### src/rtl/mem_arbiter.sv
// Two-master (fetch/data) to one-slave RAM arbiter; registered request, held until ready or watchdog abort.
// Latency: grant seen in cycle N drives m_valid in N+1; masters stall (ready low) until the slave pulses m_ready.
module mem_arbiter #(
    parameter int unsigned TIMEOUT = 16
) (
    input  logic        clk,
    input  logic        rst_n,
    input  logic        i_valid,
    input  logic [15:0] i_addr,
    output logic [15:0] i_rdata,
    output logic        i_ready,
    output logic        i_err,
    input  logic        d_valid,
    input  logic [1:0]  d_wstrb,
    input  logic [15:0] d_addr,
    input  logic [15:0] d_wdata,
    output logic [15:0] d_rdata,
    output logic        d_ready,
    output logic        d_err,
    output logic        m_valid,
    output logic [1:0]  m_wstrb,
    output logic [15:0] m_addr,
    output logic [15:0] m_wdata,
    input  logic [15:0] m_rdata,
    input  logic        m_ready
);
    typedef enum logic [1:0] {
        S_IDLE   = 2'd0,
        S_BUSY_I = 2'd1,
        S_BUSY_D = 2'd2
    } state_t;

    typedef struct packed {
        logic [1:0]  wstrb;
        logic [15:0] addr;
        logic [15:0] wdata;
    } req_t;

    state_t     r_state;
    state_t     w_state_nxt;
    req_t       r_req;
    req_t       w_req_win;
    logic       r_m_valid;
    logic       r_last_d;
    logic [7:0] r_wdog;
    logic       w_any_vld;
    logic       w_grant_d;
    logic       w_timeout;
    logic       w_abort;
    logic       w_i_ready;
    logic       w_d_ready;

    assign w_any_vld = i_valid | d_valid;
    // On a tie the master that did not win the previous grant goes first.
    assign w_grant_d = d_valid & (~i_valid | ~r_last_d);
    assign w_timeout = (TIMEOUT != 0) && (r_wdog == 8'(TIMEOUT - 1));
    assign w_abort   = w_timeout & ~m_ready;
    assign w_req_win = w_grant_d ? '{wstrb: d_wstrb, addr: d_addr, wdata: d_wdata}
                                 : '{wstrb: 2'b00, addr: i_addr, wdata: 16'h0000};

    always_comb begin
        w_state_nxt = r_state;
        w_i_ready   = 1'b0;
        w_d_ready   = 1'b0;
        case (r_state)
            S_IDLE: begin
                if (w_any_vld) begin
                    w_state_nxt = w_grant_d ? S_BUSY_D : S_BUSY_I;
                end
            end
            S_BUSY_I: begin
                if (m_ready || w_abort) begin
                    w_state_nxt = S_IDLE;
                    w_i_ready   = rst_n;
                end
            end
            S_BUSY_D: begin
                if (m_ready || w_abort) begin
                    w_state_nxt = S_IDLE;
                    w_d_ready   = rst_n;
                end
            end
            default: w_state_nxt = S_IDLE;
        endcase
    end

    always_ff @(posedge clk) begin
        if (!rst_n) begin
            r_state   <= S_IDLE;
            r_m_valid <= 1'b0;
            r_req     <= '0;
            r_last_d  <= 1'b0;
            r_wdog    <= 8'd0;
        end else begin
            r_state <= w_state_nxt;
            if (r_state == S_IDLE) begin
                r_wdog <= 8'd0;
                if (w_any_vld) begin
                    r_m_valid <= 1'b1;
                    r_req     <= w_req_win;
                    r_last_d  <= w_grant_d;
                end
            end else if (w_state_nxt == S_IDLE) begin
                // Drop m_valid with the completion so the RAM never sees a stale request.
                r_m_valid <= 1'b0;
                r_wdog    <= 8'd0;
            end else begin
                r_wdog <= r_wdog + 8'd1;
            end
        end
    end

    assign i_ready = w_i_ready;
    assign i_err   = w_i_ready & w_abort;
    assign i_rdata = (w_i_ready & ~w_abort) ? m_rdata : 16'h0000;
    assign d_ready = w_d_ready;
    assign d_err   = w_d_ready & w_abort;
    assign d_rdata = (w_d_ready & ~w_abort) ? m_rdata : 16'h0000;

    assign m_valid = r_m_valid;
    assign m_wstrb = r_req.wstrb;
    assign m_addr  = r_req.addr;
    assign m_wdata = r_req.wdata;
endmodule

### config.mk
export PLATFORM = sky130hd
export DESIGN_NAME = mem_arbiter
export DESIGN_NICKNAME = d
export VERILOG_FILES = /design/src/rtl/mem_arbiter.sv
export SDC_FILE = /design/constraint.sdc
export NUM_CORES = 1
export LEC_CHECK = 0
export CORE_MARGIN = 2
export CORE_UTILIZATION = 33
export CTS_CLUSTER_SIZE = 40
export DETAILED_ROUTE_END_ITERATION = 10
export PLACE_DENSITY = 0.77
export SYNTH_ARGS = -nofsm -noshare
export SYNTH_HDL_FRONTEND = slang
export SYNTH_SLANG_ARGS = --single-unit
### constraint.sdc
create_clock -name clk -period 1.5 [get_ports clk]
set_input_delay 0.15 -clock clk [delete_from_list [all_inputs] [get_ports clk]]
set_output_delay 0.15 -clock clk [all_outputs]
set_load 0.02 [all_outputs]
* Word-level counts from Yosys, hierarchy flattened
Index checks and enable logic that the tools add are counted.
Word-level totals: register bits after elaboration 46, bits in latches 0, memory bits (writable) 0, bits in read-only memories 0, bits of input ports 71, output and inout bits 71, logic and storage cells 46, memories kept 0
Cells by class: $add $sub $neg 1, multiply operators 0, div/mod/pow operators 0, magnitude comparators 0, equal/unequal tests 4, shifts and indexed selects 0, mux-type cells 13, bitwise gates (word level) 13, reduce and logical (&&, ||, !) cells 8
Operators by type and width (number):
- 34-bit two-way mux | 1
- 16-bit two-way mux | 2
- 8-bit by 1-bit adder with 8-bit output, second input constant | 1
- 8-bit by 4-bit == test with 1-bit output, second input constant | 1
- 1-bit AND | 6
- 1-bit two-way mux | 6
- 2-bit two-way mux | 3
- 1-bit NOT | 5
- 2-bit zero test | 2
- 2-bit one-hot mux with 2 select lines | 1
- 2-bit AND reduction | 2
- 3-bit OR reduction | 1
- 2-bit by 1-bit == test with 1-bit output, second input constant | 1
- 2-bit == test, second input constant | 1
- 2-bit inequality test, second input constant | 1
- 1-bit bitwise OR | 2
- 2-bit nonzero test | 1
- 2-bit OR reduction | 1
- 1-bit logical OR | 1

* Depth between registers and ports, before layout
depth in word-level cells 9, gate-level depth with buffers 7, mapped depth without buffers 6

* Worst setup path before layout
Ideal clock, no wire load.
kind reg2reg, from reg r_state[0], to reg r_req (netlist bit m_wdata[10]), library setup time 65 ps, arrival 1480 ps, data required time 1435 ps, slack -45 ps, stages on the path, launching flop included 7, path buffers 1, period minus slack after synthesis 1545 ps, cells stage by stage dfxtp_1 inv_1 ha_1 o21ai_1 buf_4 a22oi_2 nor2_1
On the way: longest elaborated chain between the ends 2
Ends and longest elaborated chain:
- start, declared | line 39 | state_t r_state;
- start signal, assigned | line 95 | r_state <= w_state_nxt;
- 2-bit zero test | line 96 | if (r_state == S_IDLE) begin
- 2-bit AND reduction (no line)
- end signal, assigned | line 100 | r_req <= w_req_win;
- end, declared | line 41 | req_t r_req;
No other way between the ends. A chain may end at the register's enable or synchronous reset.

* Final worst setup path
from reg r_wdog[1], to out i_ready
On the way: longest elaborated chain between the ends 5
Ends and longest elaborated chain:
- start, declared | line 45 | logic [7:0] r_wdog;
- start signal, assigned | line 108 | r_wdog <= r_wdog + 8'd1;
- 8-bit by 4-bit == test with 1-bit output | line 56 | assign w_timeout = (TIMEOUT != 0) && (r_wdog == 8'(TIMEOUT - 1));
- 1-bit AND | line 57 | assign w_abort = w_timeout & ~m_ready;
- 1-bit logical OR | line 72 | if (m_ready || w_abort) begin
- 1-bit two-way mux | line 72
- 1-bit two-way mux | line 65 | case (r_state)
- end, declared | line 11 | output logic i_ready,
No other way between the ends.

==> summary.md <==
| Metric | Value |
|---|---|
| First-pass GRT wire length | 10980 um |
| Worst-case vdd ir drop | 0.6453 mV |
| Areal power density over the cells | between 800 and 900 nW/um2 |
| Root buffer cell | clkbuf_8 |
| Longest Clk Path Bufs | 2 |
| Status | complete, but fails checks |
| Number of nets with antenna violations after routing | 0 |
| Worst Skew | roughly 0.0023 ns |
| Starting utilization of the core area | 33.81% |
| Final worst path period share | 109.5% |
| Via count | 2406 |
| Classification of the worst-slack hold path | in -> reg |
| Signal arrival time at the worst endpoint | 1.49 ns |
| Residual overflow from global routing | 0 |
| Routed wirelength normalized by instance count | 13.94 um |
| Total placed cells including tap cells | 481 |
| Worst-Margin Slew | 0.3227 ns |
| Diode count | 0 |
| Largest driver fanout on the critical path | 3 |
| Placer Congestion | between 0.7 and 0.8 |
| Number of synthesized register bits | 46 |
| Post-synth cell types | 34 |
| Post-synthesis instance area | 2285 um2 |
| Clock buffers created by TritonCTS | 5 |
| Util after Layout | 66.44% |
| TritonCTS clock tree | yes |
| Clock input transition at the sequential cells of the worst setup and hold paths | 0.08 ns |
| Overall Power | ~3.7 mW |
| Violation count after the first detailed-route iteration | 59 |
| Final hold slack | approximately 0.47 ns |
| Vias in the first global route | 2351 |
| Worst Setup Slack post-DPL | -0.3927 ns |
| Overall die height | 87.21 um |
| Post-synthesis net count | 319 |
| Sinks on Clock Net | 46 |
| Chip Width | 87.21 um |
| Maximum number of pins on one net before global-route repair | 34 |
| Standard cell core area | 6756 um2 |
| DRC violations left | 0 |
| Critical setup path kind | reg -> out |
| Maximum Capacitance Violations | 0 |
| Worst rel slew slack | 78.26% |
| Number of hold violations in the final report | 0 |
| Category of the worst setup path launch point | flop |
| Number of search-and-repair iterations in the first detailed-routing pass | 4 |
| Fraction of layout cells with a size suffix above 1 | 39.71% |
| Placement Rows | 30 |
| Leakage power of the design | 1.803 nW |
| Final Net Count | 493 |
| Boundary pin count | 142 |
| Proportion of synthesized chip area in sequential cells | 40.31% |
| Worst-skew pair later-pin latency | 0.29 ns |
| Via density per instance | 4.831 |
| Critical Path RT | about 1.4 ns |
| Antenna violations before repair | 0 |
| IO Port Bufs | roughly 140 |
| Unrepaired setup endpoints after global routing | true |
| Type of element capturing the critical path | output pin |
| Number of warnings reported in the yosys synthesis log | 0 |
| Total global routing track utilization | 17.96% |
| Drt total wl | just under 7000 um |
| CTS H-tree lvls | 2 |
| Number of max-slew violations in the final report | 0 |
| Post-Syn Area per Cell | roughly 9.4 um2 |
| Gate Count Post-Synth | 243 |
| Clock period minus final worst setup slack | around 1.6 ns |
| Number of setup violations in the final report | 43 |
| Post-Layout Cell Count | 498 |
| Failing checks | setup timing |
| Synthesis-to-finish area growth | 96.50% |
| Die ar. | 7605 um2 |
| Final WS setup | -0.1430 ns |
| Post-DP HPWL | 4951 um |
| Number of buffers inserted by hold repair at cts | 0 |
| Achievable Freq | 608.6 MHz |
state kept, by name, indices dropped and copies added, names as in the netlist:
| signal | count |
|---|---|
| m_wdata | 16 |
| m_addr | 16 |
| r_state | 2 |
| r_wdog | 8 |
| m_valid | 1 |
| m_wstrb | 2 |
| r_last_d | 1 |
logic make-up after synthesis:
| family | count (synthesis) | share of synthesized area, % |
|---|---|---|
| compound gates | 55 | 21.14 |
| xor+xnor | 6 | 2.300 |
| fa+ha+maj | 5 | 2.738 |
| buf+inv | 20 | 5.148 |
| flops | 46 | 40.31 |
| mux | 16 | 7.010 |
| simple gates | 95 | 21.36 |
stage by stage:
stage                     TNS [ns]  area [um2]
final                       -4.383        4489
after global routing        -6.836        4489
after CTS                   -4.557        4389
after detailed placement    -19.71        3988
after global placement      -17.76        3988
after floorplan           -0.01999        2297
path summary, 6_finish.rpt:
kind | from | end | slack [ns] | cells after the start
worst max-delay path | r_wdog[1] | i_ready | -0.14 | 6
worst min-delay path | d_wdata[2] | m_wdata[2] | 0.47 | 3
worst max register to register | r_wdog[1] | r_wdog[6] | -0.14 | 8
worst min register to register | m_addr[8] | m_addr[8] | 0.50 | 2
placed cells by master, fill, tap and decap left out, types with 2 or more instances in the layout:
| cell | synthesis | layout |
|---|---|---|
| nor3_2 | 0 | 2 |
| and3_4 | 1 | 3 |
| mux2i_1 | 16 | 16 |
| xor2_1 | 2 | 2 |
| and2_4 | 1 | 33 |
| buf_12 | 0 | 4 |
| nand2_2 | 0 | 2 |
| a211oi_1 | 23 | 16 |
| dfxtp_1 | 46 | 41 |
| buf_6 | 5 | 44 |
| inv_4 | 0 | 2 |
| nor2_1 | 42 | 40 |
| dfxtp_2 | 0 | 3 |
| nand2_1 | 7 | 5 |
| clkbuf_8 | 0 | 6 |
| a22oi_1 | 9 | 7 |
| dfxtp_4 | 0 | 2 |
| inv_1 | 5 | 2 |
| a22oi_2 | 9 | 11 |
| a21oi_1 | 4 | 3 |
| ha_4 | 0 | 4 |
| xnor2_1 | 4 | 4 |
| a21oi_4 | 0 | 2 |
| buf_4 | 1 | 29 |
| a21boi_2 | 1 | 2 |
| nand3_1 | 2 | 2 |
| a211oi_2 | 0 | 7 |
| clkdlybuf4s50_1 | 0 | 105 |
| o21ai_0 | 2 | 2 |
timing repair:
item | CTS | global route
endpoints found under the setup margin | 67 | 52
gates cloned | 1 | 0
pin swaps | 29 | 17
buffers inserted | 5 | 3
gates resized for setup | 280 | 21
cell type report:
class	instances	area, um2
clock buffer	7	86.33
timing repair buffer	182	1844
multi-input combinational	177	1498
inverter	5	23.77
fill	554	2267
sequential	46	932.1
clock inverter	1	5.005
tap	80	100.1
critical path, stage by stage (launching register included):
cell     delay (ns)
dfxtp_2        0.34
ha_4           0.16
and3_4         0.18
buf_6          0.13
a21oi_4        0.17
nor2_1         0.06
buf_4          0.16
per-layer routing:
layer	GRT usage (%)	vias to the layer above	wire (um)	share of wire, %
met5	0	-	0	0
met4	4.755	0	108	1.6
met3	5.782	11	650	9.4
met2	34.07	100	3506	51
met1	18.91	1094	2677	39
li1	-	1201	-	-
synth_stat cells, drive strengths merged:
cell type  instances  area, um2
dfxtp             46      920.9
nor2              42      157.7
and2              33      209.0
a211oi            23      172.7
a22oi             18      180.2
mux2i             16      160.2
clkbuf             8      30.03
buf                7      68.81
nand2              7      26.28
a21oi              5      28.78
ha                 5      62.56
inv                5      18.77
xnor2              4      35.03
and3               3      23.77
nor3               3      15.01
o21ai              3      15.01
a21boi             2      18.77
nand2b             2      12.51
nand3              2      10.01
nor2b              2      12.51
xor2               2      17.52
a31oi              1      6.260
a32oi              1      27.53
nor4               1      21.27
o21a               1      7.510
o221ai             1      26.28
where the power goes:
group	internal [mW]	total [mW]	switching [mW]
logic	0.787	1.47	0.680
clock network	0.372	0.780	0.408
registers	1.35	1.42	0.0745
No activity file was read; power rests on OpenSTA's default activity.
==> variant 1, RTL diff (config.mk and constraints unchanged) <==
Make the reset (`rst_n`) asynchronous in one clocked block.
--- a/src/rtl/mem_arbiter.sv
+++ b/src/rtl/mem_arbiter.sv
@@ -86,3 +86,3 @@
 
-    always_ff @(posedge clk) begin
+    always_ff @(posedge clk or negedge rst_n) begin
         if (!rst_n) begin
Check against the original RTL: differs if rst_n is asserted again (counterexample within 4 cycles, from zero or initial values and one cycle with rst_n low); with rst_n held inactive, the same outputs for 10 cycles.
==> variant 1 against the unedited design <==
The flow still finishes with violations (negative setup slack). Cell area down 0.67%. Non-clock buffer count down 3. Highest routed layer unchanged. Wire length up 0.22%. Clock skew up 9.1 ps. Sequential cell count unchanged. Cell count down 4.6%. Area after synthesis down 0.66%. Setup slack worse by 220 ps. Count of clock-buffer cells in the layout down 1.
Power is not compared: it rests on default switching activity, and its combinational part moved more than twofold at a synthesized area within 25%.
==> variant 1: results <==
# TYPE chip_impl_metric gauge
chip_impl_info{name="status",value="finished, violations left"} 1
chip_impl_info{name="violated_checks",value="negative setup slack"} 1
chip_impl_metric{name="post_dp_cell_area",unit="mm^2"} 0.00410
chip_impl_metric{name="worst_slack",unit="ps"} -365
chip_impl_metric{name="place.gp.congestion",unit=""} 0.863
chip_impl_info{name="r2r_path_start",value="r_wdog[7]$_DFF_PN0_"} 1
chip_impl_metric{name="synthAdderAreaFrac",unit=""} 0.0276
chip_impl_metric{name="dr_total_vias",unit=""} 2281
chip_impl_metric{name="synth_seq_area_share",unit=""} 0.507
chip_impl_metric{name="synth_async_sr_flop_share",unit=""} 1.00
chip_impl_metric{name="timing.slew.headroom",unit=""} 0.643
chip_impl_info{name="crit_path_top_delay_cell",value="sky130_fd_sc_hd__or4_4"} 1
chip_impl_metric{name="gr-usage-met1",unit=""} 0.208
chip_impl_metric{name="post_route_cells_drive_above_1_share",unit=""} 0.357
chip_impl_metric{name="initialDrtViolationCount",unit=""} 58
chip_impl_metric{name="placed_cells_incl_taps",unit=""} 459
chip_impl_metric{name="timing.critical_path.fanout_max",unit=""} 4
chip_impl_metric{name="routed_wirelength",unit="mm"} 6.96
chip_impl_metric{name="routed-wl-met2",unit="mm"} 3.54
chip_impl_metric{name="routed_length_on_met3",unit="um"} 669
chip_impl_metric{name="report.final.setup_viol",unit=""} 47
chip_impl_metric{name="path_depth_of_the_worst_reg2reg_path",unit=""} 5
chip_impl_metric{name="synth_xor_area_frac",unit=""} 0.0116
chip_impl_info{name="hold_path.class",value="input pin to asynchronous set/reset pin"} 1
chip_impl_info{name="synth_area_leaders",value="sky130_fd_sc_hd__dfrtp_1 (51%), sky130_fd_sc_hd__and2_1 (9.1%), sky130_fd_sc_hd__mux2i_1 (7.1%), sky130_fd_sc_hd__a22o_1 (6.9%), sky130_fd_sc_hd__o21ai_0 (4.6%)"} 1
variant 1: changes by cell type after synthesis, moves of 9 or more:
cell	change
sky130_fd_sc_hd__a211oi_1	-22
sky130_fd_sc_hd__a22o_1	+18
sky130_fd_sc_hd__a22oi_1	-9
sky130_fd_sc_hd__a22oi_2	-9
sky130_fd_sc_hd__dfrtp_1	+46
sky130_fd_sc_hd__dfxtp_1	-46
sky130_fd_sc_hd__nand2_1	+13
sky130_fd_sc_hd__nor2_1	-33
sky130_fd_sc_hd__o21ai_0	+19
variant 1: power groups by stage:
stage	combinational, W	clock, W	sequential [W]
after floorplan	0.00120	0	0.00262
after CTS	0.00402	0.000788	0.00205
after global routing	0.00432	0.000840	0.00211
after detailed placement	0.00367	0	0.00206
final	0.00403	0.000754	0.00205
after global placement	0.00360	0	0.00204
variant 1: what timing repair did:
action                     4_1_cts  5_1_grt
resized for setup              248       30
setup endpoints to repair       71       69
hold buffers                     1        0
gates cloned                     1        1
pin swaps                       12       23
hold endpoints to repair         4        0
setup buffers                    8        2
==> variant 2, RTL diff (same flow settings) <==
Without the edit above. Change the parameter `TIMEOUT` from 16 to 12.
--- a/src/rtl/mem_arbiter.sv
+++ b/src/rtl/mem_arbiter.sv
@@ -3,3 +3,3 @@
 module mem_arbiter #(
-    parameter int unsigned TIMEOUT = 16
+    parameter int unsigned TIMEOUT = 12
 ) (
Formal check against the unedited RTL: same outputs for any inputs over 10 cycles, from zero or initial values and one cycle with rst_n low; that may be too few to reach the edited logic, so the function may still have changed.
==> variant 2 against the unedited design <==
The run still ends with negative setup slack left. Sequential cell count is the same. Setup slack lost 28 ps. Clock power grew 21%. Total power grew 6.9%. Wire length grew 11%. Sequential share of layout area shrank 0.31 points. Cell area grew 1.4%. Area after synthesis shrank 3.6%.
==> variant 2: results <==
# TYPE chip_impl_metric gauge
chip_impl_info{name="critical_path.reg2reg.endpoint",value="r_wdog[7]$_SDFF_PP0_"} 1
chip_impl_metric{name="worst_slack",unit="ps"} -171
chip_impl_metric{name="via_per_inst",unit=""} 5.03
chip_impl_metric{name="placed_cells_incl_taps",unit=""} 478
chip_impl_metric{name="finalClockSkew",unit="ps"} 6.34
chip_impl_metric{name="synth_seq_area_share",unit=""} 0.418
chip_impl_metric{name="routedWlPerCell",unit="um"} 15.7
chip_impl_info{name="status",value="finished, violations left"} 1
chip_impl_info{name="path_delay_family",value="simple AND/OR/NAND/NOR gates"} 1
chip_impl_metric{name="post_dp_cell_area",unit="mm^2"} 0.00392
chip_impl_info{name="synth_area_leaders",value="sky130_fd_sc_hd__dfxtp_1 (42%), sky130_fd_sc_hd__and2_1 (9.1%), sky130_fd_sc_hd__a211oi_1 (8.2%), sky130_fd_sc_hd__nor2_1 (7.3%), sky130_fd_sc_hd__mux2i_1 (7.3%)"} 1
chip_impl_info{name="r2r_path_start",value="r_state[0]$_SDFF_PN0_"} 1
chip_impl_metric{name="leakage",unit="nW"} 1.83
chip_impl_metric{name="report.final.setup_viol",unit=""} 46
chip_impl_metric{name="worst_path_largest_cell_delay",unit="ps"} 370
chip_impl_info{name="cell_types_with_the_highest_counts_after_synthesis",value="sky130_fd_sc_hd__dfxtp_1 (46), sky130_fd_sc_hd__nor2_1 (43), sky130_fd_sc_hd__and2_1 (32)"} 1
chip_impl_metric{name="synth_fp_nets",unit=""} 318
chip_impl_metric{name="grt_first_pass_wirelength",unit="mm"} 12.0
chip_impl_info{name="violated_checks",value="negative setup slack"} 1
chip_impl_metric{name="p_int",unit="W"} 0.00271
chip_impl_metric{name="globalRouteTotalUtil",unit=""} 0.205
chip_impl_metric{name="reg2reg_setup_slack",unit="ps"} -160
chip_impl_metric{name="worst-endpoint-arrival",unit="ps"} 1520
chip_impl_metric{name="initialDrtViolationCount",unit=""} 83
chip_impl_metric{name="place.detailed.hpwl",unit="mm"} 5.31
## variant 2: worst max-delay path by stage
stage | from | endpoint | slack [ps] | depth (start not counted)
5_1_grt | r_state[0]$_SDFF_PN0_ | r_wdog[1]$_SDFF_PP0_ | -190 | 7
2_1_floorplan | r_wdog[0]$_SDFF_PP0_ | d_err | -6 | 4
4_1_cts | r_wdog[1]$_SDFF_PP0_ | i_err | -180 | 5
3_3_place_gp | rst_n | i_rdata[10] | -390 | 5
3_5_place_dp | m_ready | i_rdata[14] | -410 | 5
6_report | r_wdog[1]$_SDFF_PP0_ | d_err | -170 | 5
## variant 2: logic make-up after synthesis
family | Yosys count | share of synthesized area
DFF | 46 | 0.418
buffers and inverters | 19 | 0.0460
and+or+nand+nor | 97 | 0.218
muxes | 16 | 0.0727
xor gates and xnor gates | 6 | 0.0238
adders and majority gates | 5 | 0.0284
AOI/OAI and AO/OA | 53 | 0.193
## variant 2: through the flow
stage,hold WS (ps),setup slack [ps],utilization,setup TNS [ps]
final,471,-171,0.713,-5180
after global routing,493,-193,0.713,-6640
after CTS,468,-184,0.688,-4890
after detailed placement,491,-413,0.613,-20020
after global placement,487,-393,0.613,-18130
after floorplan,288,-5.87,-,-11.7
## variant 2: worst reg2reg max path, cell delays in order (launching register included)
cell                        delay (ps)
sky130_fd_sc_hd__dfxtp_4           390
sky130_fd_sc_hd__inv_4              50
sky130_fd_sc_hd__buf_6             110
sky130_fd_sc_hd__ha_4              250
sky130_fd_sc_hd__and3_4            180
sky130_fd_sc_hd__a32oi_4           290
sky130_fd_sc_hd__clkbuf_16         210
sky130_fd_sc_hd__a211oi_2           50
## variant 2: repair_timing
| item | 4_1_cts | 5_1_grt |
|---|---|---|
| endpoints found under the setup margin | 82 | 59 |
| gates resized for setup | 285 | 31 |
| pin swaps | 23 | 18 |
| buffers inserted | 4 | 0 |
| cloned | 4 | 1 |
## variant 2: area by class of cell
cell class | instances | area [um^2]
Timing Repair Buffer | 180 | 1880
Fill cell | 503 | 1830
Multi-Input combinational cell | 178 | 1500
Sequential cell | 46 | 931
Tap cell | 77 | 96.3
Clock buffer | 6 | 82.6
Clock inverter | 1 | 30.0
Inverter | 6 | 27.5
## variant 2: routing by layer
layer  up-vias  part of all wire  track usage
met5         -                 0            0
met4         0             0.018       0.0476
met3        11             0.074       0.0452
met2       115              0.54        0.398
met1      1164              0.36        0.223
li1       1193                 -            -
## variant 2: power groups by stage
stage	Sequential, W	Clock, W	Combinational [W]
after floorplan	0.00157	0	0.000464
after global placement	0.00143	0	0.00122
after detailed placement	0.00144	0	0.00124
after CTS	0.00142	0.000954	0.00145
after global routing	0.00144	0.00101	0.00165
final	0.00142	0.000940	0.00156
